`config.mk`:
```
export PLATFORM = sky130hd
export DESIGN_NAME = ram_arbiter
export DESIGN_NICKNAME = d
export VERILOG_FILES = /design/src/rtl/ram_arb_pkg.sv /design/src/rtl/rr_arb2.sv /design/src/rtl/ram_arbiter.sv
export SDC_FILE = /design/constraint.sdc
export NUM_CORES = 1
export LEC_CHECK = 0
export ABC_AREA = 1
export BUFFER_PORTS_ARGS = -buffer_cell sky130_fd_sc_hd__buf_2
export CAP_MARGIN = 15
export CORE_AREA = 5 5 90 92
export CTS_CLUSTER_DIAMETER = 50
export CTS_CLUSTER_SIZE = 12
export DETAILED_ROUTE_END_ITERATION = 16
export DIE_AREA = 0 0 95 97
export PLACE_DENSITY = 0.63
export SYNTH_ARGS = -nofsm -noshare
export SYNTH_HDL_FRONTEND = slang
export SYNTH_SLANG_ARGS = --single-unit
```
`constraint.sdc`:
```
create_clock -name clk -period 2 [get_ports clk]
set_input_delay 0.1 -clock clk [delete_from_list [all_inputs] [get_ports clk]]
set_output_delay 0.1 -clock clk [all_outputs]
set_load 0.02 [all_outputs]
```
`src/rtl/ram_arb_pkg.sv`:
```
// Shared definitions for the data-RAM arbiter and the core top level.
//   - arb_state_e : arbiter FSM state encoding
//   - DefAddrW    : default byte-address width of the data RAM
//   - DefDataW    : default data width of the data RAM
package ram_arb_pkg;

  localparam int unsigned DefAddrW = 12;
  localparam int unsigned DefDataW = 32;

  typedef enum logic [1:0] {
    StIdle = 2'd0,
    StOwn0 = 2'd1,
    StOwn1 = 2'd2
  } arb_state_e;

endpackage

```
`src/rtl/rr_arb2.sv`:
```
// Combinational two-way round-robin picker.
//   req    : request vector, bit 0 = port 0, bit 1 = port 1
//   last   : port that performed the most recent access
//   winner : selected port; meaningful only when req is non-zero
module rr_arb2 (
  input  logic [1:0] req,
  input  logic       last,
  output logic       winner
);

  always_comb begin
    winner = 1'b0;
    unique case (req)
      2'b10:   winner = 1'b1;
      2'b11:   winner = ~last;  // tie goes to the port that did not go last
      default: winner = 1'b0;
    endcase
  end

endmodule

```
`src/rtl/ram_arbiter.sv`:
```
// Shares the single-port data RAM between the CPU data port (m0) and the
// loader/DMA/debug port (m1). Round-robin arbitration with an optional lock that
// lets an owner keep the RAM for at most MAX_BURST consecutive cycles while the
// other port waits. An uncontended owner keeps the RAM indefinitely.
//   clk, rst            : clock, synchronous active-high reset
//   mX_req/we/addr/wdata: access request from port X, held until acked
//   mX_lock             : ask to keep ownership for the next access
//   mX_gnt              : port X owns the RAM (registered)
//   mX_ack              : access performed this cycle
//   mX_rdata            : read data, valid when ack & !we
//   ram_we/addr/d_in    : RAM control, all zero when no port is acking
//   ram_d_out           : combinational RAM read data
module ram_arbiter
  import ram_arb_pkg::*;
#(
  parameter int unsigned ADDR_W    = DefAddrW,
  parameter int unsigned DATA_W    = DefDataW,
  parameter int unsigned MAX_BURST = 8
) (
  input  logic              clk,
  input  logic              rst,
  input  logic              m0_req,
  input  logic              m0_we,
  input  logic [ADDR_W-1:0] m0_addr,
  input  logic [DATA_W-1:0] m0_wdata,
  input  logic              m0_lock,
  output logic              m0_gnt,
  output logic              m0_ack,
  output logic [DATA_W-1:0] m0_rdata,
  input  logic              m1_req,
  input  logic              m1_we,
  input  logic [ADDR_W-1:0] m1_addr,
  input  logic [DATA_W-1:0] m1_wdata,
  input  logic              m1_lock,
  output logic              m1_gnt,
  output logic              m1_ack,
  output logic [DATA_W-1:0] m1_rdata,
  output logic              ram_we,
  output logic [ADDR_W-1:0] ram_addr,
  output logic [DATA_W-1:0] ram_d_in,
  input  logic [DATA_W-1:0] ram_d_out
);

  localparam int unsigned   CntW    = (MAX_BURST > 1) ? $clog2(MAX_BURST) : 1;
  localparam logic [CntW-1:0] CntLast = CntW'(MAX_BURST - 1);

  arb_state_e      state_q, state_d;
  logic            last_q, last_d;
  logic [CntW-1:0] cnt_q, cnt_d;

  logic winner;
  logic own_sel, own_req, own_lock, oth_req;

  rr_arb2 u_rr_arb2 (
    .req    ({m1_req, m0_req}),
    .last   (last_q),
    .winner (winner)
  );

  // Grant, acknowledge and RAM port steering
  always_comb begin
    m0_gnt   = (state_q == StOwn0);
    m1_gnt   = (state_q == StOwn1);
    m0_ack   = m0_gnt & m0_req & ~rst;
    m1_ack   = m1_gnt & m1_req & ~rst;
    m0_rdata = m0_ack ? ram_d_out : '0;
    m1_rdata = m1_ack ? ram_d_out : '0;
    ram_we   = 1'b0;
    ram_addr = '0;
    ram_d_in = '0;
    if (m0_ack) begin
      ram_we   = m0_we;
      ram_addr = m0_addr;
      ram_d_in = m0_wdata;
    end else if (m1_ack) begin
      ram_we   = m1_we;
      ram_addr = m1_addr;
      ram_d_in = m1_wdata;
    end
  end

  // Current owner's view of the requests, so both OWN states share one rule set
  always_comb begin
    own_sel  = (state_q == StOwn1);
    own_req  = own_sel ? m1_req  : m0_req;
    own_lock = own_sel ? m1_lock : m0_lock;
    oth_req  = own_sel ? m0_req  : m1_req;
  end

  always_comb begin
    state_d = state_q;
    last_d  = last_q;
    cnt_d   = cnt_q;
    if (m0_ack) last_d = 1'b0;
    if (m1_ack) last_d = 1'b1;
    unique case (state_q)
      StIdle: begin
        cnt_d = '0;
        if (m0_req || m1_req) state_d = winner ? StOwn1 : StOwn0;
      end
      StOwn0, StOwn1: begin
        if (own_req && own_lock && oth_req && (cnt_q < CntLast)) begin
          cnt_d = cnt_q + 1'b1;
        end else if (oth_req) begin
          state_d = own_sel ? StOwn0 : StOwn1;
          cnt_d   = '0;
        end else if (own_req) begin
          cnt_d = '0;
        end else begin
          state_d = StIdle;
          cnt_d   = '0;
        end
      end
      default: begin
        state_d = StIdle;
        cnt_d   = '0;
      end
    endcase
  end

  always_ff @(posedge clk) begin
    if (rst) begin
      state_q <= StIdle;
      last_q  <= 1'b1;  // port 0 wins the first tie
      cnt_q   <= '0;
    end else begin
      state_q <= state_d;
      last_q  <= last_d;
      cnt_q   <= cnt_d;
    end
  end

endmodule
```
Word level (Yosys, flattened, before mapping)

Index checks and enable logic that the tools add are counted.

Bits in read-only memories: 0
Bits in latches: 0
Flip-flop bits (word level): 6
RAM bits: 0
Output and inout bits: 113
Memories: 0
Input bits: 128
Word-level logic and storage cells: 48

Magnitude comparators: 1
Mux-type cells: 19
Equal/unequal tests: 7
Divide/modulo/power cells: 0
Shift-type cells: 0
Reductions and logical operators: 9
Multiply operators: 0
$add $sub $neg: 1
Bitwise logic cells: 8

Operators by type and width:

| kind                  | number |
|---|---|
| $mux W32              | 4 |
| $mux W12              | 2 |
| $mux W2               | 6 |
| $eq A2 B2 Y1 const B  | 3 |
| $mux W1               | 5 |
| $and A1 B1 Y1         | 4 |
| $ne A2 B2 Y1 const B  | 2 |
| $not A1 Y1            | 4 |
| $pmux W2 S2           | 1 |
| $reduce_or A2 Y1      | 2 |
| $add A3 B1 Y3 const B | 1 |
| $logic_and A1 B1 Y1   | 3 |
| $lt A3 B3 Y1 const B  | 1 |
| $ne A3 B3 Y1 const B  | 1 |
| $reduce_and A3 Y1     | 1 |
| $reduce_or A3 Y1      | 1 |
| $eq A2 B1 Y1 const B  | 1 |
| $logic_not A2 Y1      | 1 |
| $pmux W1 S2           | 1 |
| $logic_or A1 B1 Y1    | 1 |

Longest topological paths before layout

Word-level depth: 7
Gate-level depth with buffers: 12
Depth with buffers taken out: 12

By module

From an unflattened synthesis, not the netlist that was laid out.

Cells, all modules: 330
Area total of the unflattened synthesis: 1,550.2 um2

By module, submodules not included:

| module      | area each (um2) | seq. area each (um2) | cells an instance | times used |
|---|---|---|---|---|
| ram_arbiter | 1,537.7         | 120.1                | 328               | 1 |
| rr_arb2     | 12.5            | 0.0                  | 2                 | 1 |

Worst setup path before layout

No wires, ideal clock.

Path type: register -> output
Start point: reg state_q[1]
End point: out m0_rdata[11]
Arrival: 1.487 ns
Path buffers: 2
Slack: 0.413 ns
Stages on the path, launching flop included: 7
Required time: 1.900 ns
Cell sequence: dfxtp_1 -> inv_1 -> ha_1 -> nand3_2 -> buf_6 -> buf_2 -> nor2_1

Cells in the longest elaborated chain, start to end: 4

Ends and longest elaborated chain:

| element                     | RTL line           | RTL |
|---|---|---|
| start: declaration          | ram_arbiter.sv:47  | `arb_state_e state_q, state_d;` |
| start signal: assignment    | ram_arbiter.sv:123 | `state_q <= StIdle;` |
| start signal: assignment    | ram_arbiter.sv:127 | `state_q <= state_d;` |
| $eq A2 B1 Y1                | ram_arbiter.sv:62  | `m0_gnt = (state_q == StOwn0);` |
| via m0_gnt                  | ram_arbiter.sv:27  | `output logic m0_gnt,` |
| $and A1 B1 Y1 (2 in series) | ram_arbiter.sv:64  | `m0_ack = m0_gnt & m0_req & ~rst;` |
| $mux W32                    | ram_arbiter.sv:66  | `m0_rdata = m0_ack ? ram_d_out : '0;` |
| end: declaration            | ram_arbiter.sv:29  | `output logic [DATA_W-1:0] m0_rdata,` |

The timed path passes the listed nets, and every way through them passes these cells.

Worst setup path in the final report

Start point: reg state_q[1]
End point: out ram_d_in[16]

Cells in the longest elaborated chain, start to end: 5
Elaborated cells between the ends (all ways): 8

Ends and longest elaborated chain:

| element                     | RTL line          | RTL |
|---|---|---|
| $eq A2 B2 Y1                | ram_arbiter.sv:63 | `m1_gnt = (state_q == StOwn1);` |
| $and A1 B1 Y1 (2 in series) | ram_arbiter.sv:65 | `m1_ack = m1_gnt & m1_req & ~rst;` |
| $mux W32                    | ram_arbiter.sv:75 | `end else if (m1_ack) begin` |
| $mux W32 *                  | ram_arbiter.sv:71 | `if (m0_ack) begin` |
| end: declaration            | ram_arbiter.sv:40 | `output logic [DATA_W-1:0] ram_d_in,` |

Every way passes the cells marked *; elsewhere a longest branch is shown, timed or not.

==> out/summary.txt <==
Outcome: completed
Synth Area per Inst: 4.83 µm²
Leading area contributor after synthesis: nand2_1
Setup WS pre-CTS: 341 ps
Maxcap violations: 0
First-pass GRT wire length: 12000 µm
Design area: 0.00282 mm²
Post-CTS Resized: 0
Boundary pin count: 241
Fin cells: 650
CP Capture Point: ram_d_in[16]
Cells after synthesis: 324
Post-DP HPWL: 6540 µm
Met1 usage: 17.2%
Initial antenna violation count: 0
Final TNS setup: 0 ps
Die Ht: 97 µm
Critical path class: reg -> out
Clock Sinks: 6
Final setup vio count: 0
Util after Layout: 39.5%
Via count: 2724
Area used by multi-input combinational logic: 0.00110 mm²
Tightest Hold Check Type: in -> reg
Die area: 0.00922 mm²
Most common cell after layout, fill and taps aside: buf_2
Most frequent cells in the layout: 240 x buf_2, 114 x nand2_1, 74 x nor2_1
Routed Antenna Nets: 0
Mapped cell area: 0.00156 mm²
Slew headroom: 77.6%
Syn_nets: 458
Std-Cell Core Area: 0.00714 mm²
Reg2reg start: state_q[0]$_SDFFE_PP0P_
Worst path slowest cell: dfxtp_1
Row cnt: 31
Top cells by area, synth: nand2_1 27%, nor2_1 18%, nand3_1 17%
Final hold vios: 0
Busiest grt layer: met2
Minimum clock period: 1880 ps
Gr ovfl total: 0
IO buf count: 240
Leak: 2.11 nW
Count of different cell masters after synthesis: 17
R2R cell count: 11
Number of remaining DRC errors: 0
Critical path startpoint category: flop
Die X: 95 µm
Fillers: 837
H-tree Lvls: 1
Register bit total from synthesis: 6
Largest net degree at the start of global routing: 79
Final #Nets: 687
Setup crit start: state_q[1]$_SDFFE_PP0P_
CTS max path bufs: 2
Crit-path cells: inv_1, ha_1, nand3_2, buf_12, nand3_1, nand2_1, buf_2
DP Area: 0.00278 mm²
Post-synth top area share: 27.4%
FMAX: 531 MHz
Crit. End Element: output port
Synth Warn #: 0
Sequential-to-total area share from yosys stat: 7.68%
Number of inserted diodes: 0
Fin worst setup slack: 116 ps
CP Max Fanout: 78
Routed WL: 7860 µm
Placed instance count: 647
Seq. cell area: 120 µm²
Power Dens Cells: 492 mW/mm²
TritonRoute pass-1 iters: 5
CTS Root Cell: clkbuf_8
Worst EP arrival: 1780 ps
Total GRT Usage: 15.4%
FF-to-FF End: state_q[1]$_SDFFE_PP0P_
Final Hold Slack: 239 ps
Max incr delay on CP: 380 ps
Met3 usage: 3.10%
R2r setup slk: 530 ps
Slew Viols, Final: 0
CP required: 1900 ps
Initial DRC Count: 86
Clock Skews: 1.59 ps
Clock insertion delay at the later pin of the skew report: 220 ps
Placer Congestion: 0.899
Initial core utilization: 21.9%
Layout area overhead: 80.3%
Cts bufs inserted: 3
Clock slew at reported path FFs: 40 ps
Layout cell share with drive strength beyond 1: 46.1%
Final Cycle Share: 94.2%
Unrepaired setup endpoints after global routing: false
Slew @ Worst Pin: 335 ps
Setup Buffers After CTS: 0
Routed vias/inst: 4.19
Routed WL per cell: 12.1 µm
CTS tree: done
Power consumption: 1.39 mW
CTS hold repair buffers: 0
Vias in the first global route: 2461
Grt met2 use: 29.7%
Peak supply drop: 0.449 mV
[registers in the layout, summed over array words and instances (netlist names)]
signal and cells:
last_q 1, state_q 2, cnt_q 3
[cell usage after synthesis]
master,count
a21oi_1,2
buf_2,8
buf_4,2
buf_6,6
buf_8,4
dfxtp_1,6
ha_1,6
inv_1,41
inv_2,2
nand2_1,114
nand2_2,2
nand3_1,52
nand3_2,1
nor2_1,74
nor2_2,2
o21ai_1,1
xnor2_1,1
[cell families (layout without fill, tap and decap cells)]
group | count (synthesis) | count (layout) | synth area share [%]
AO/OA/AOI/OAI | 3 | 3 | 0.960
XOR/XNOR | 1 | 1 | 0.560
adder cells (fa/ha/maj) | 6 | 6 | 4.80
buffers and inverters | 63 | 290 | 22.0
flip-flops | 6 | 6 | 7.68
AND/OR/NAND/NOR | 245 | 245 | 64.0
[worst max-delay path: cells and delay by family (launching register included)]
family,cells,cell delay [ps]
buffers and inverters,3,570
AND/OR/NAND/NOR,3,340
flip-flops,1,380
adder cells (fa/ha/maj),1,240
[where the power goes]
group | switching (mW) | internal (mW) | total, mW
clock | 0.0555 | 0.130 | 0.185
combinational | 0.675 | 0.372 | 1.05
sequential | 0.0161 | 0.140 | 0.156
[final cells by class]
class                   count  share of cell area (%)
flip-flops and latches      6                    4.26
repair buffers            244                    45.0
multi-input cells         255                    39.2
well taps                  99                    4.39
clock buffers               3                    1.46
inverters                  43                    5.72
[metal layers]
layer	vias up	part of all wire [%]
met5	-	0
met4	0	1.2
met3	9	11
met2	146	51
met1	1146	36
li1	1423	-
[how the worst min path moves through the flow]
stage	startpoint	end	slack [ps]	cells after the start
after global routing	m1_req	last_q$_SDFFE_PP1P_	250	3
final	m1_req	last_q$_SDFFE_PP1P_	240	3
after detailed placement	cnt_q[0]$_SDFF_PP0_	cnt_q[0]$_SDFF_PP0_	450	1
after global placement	cnt_q[0]$_SDFF_PP0_	cnt_q[0]$_SDFF_PP0_	430	1
after floorplan	m1_req	last_q$_SDFFE_PP1P_	240	2
after CTS	m1_req	last_q$_SDFFE_PP1P_	230	3
No activity file was read; power rests on OpenSTA's default activity.
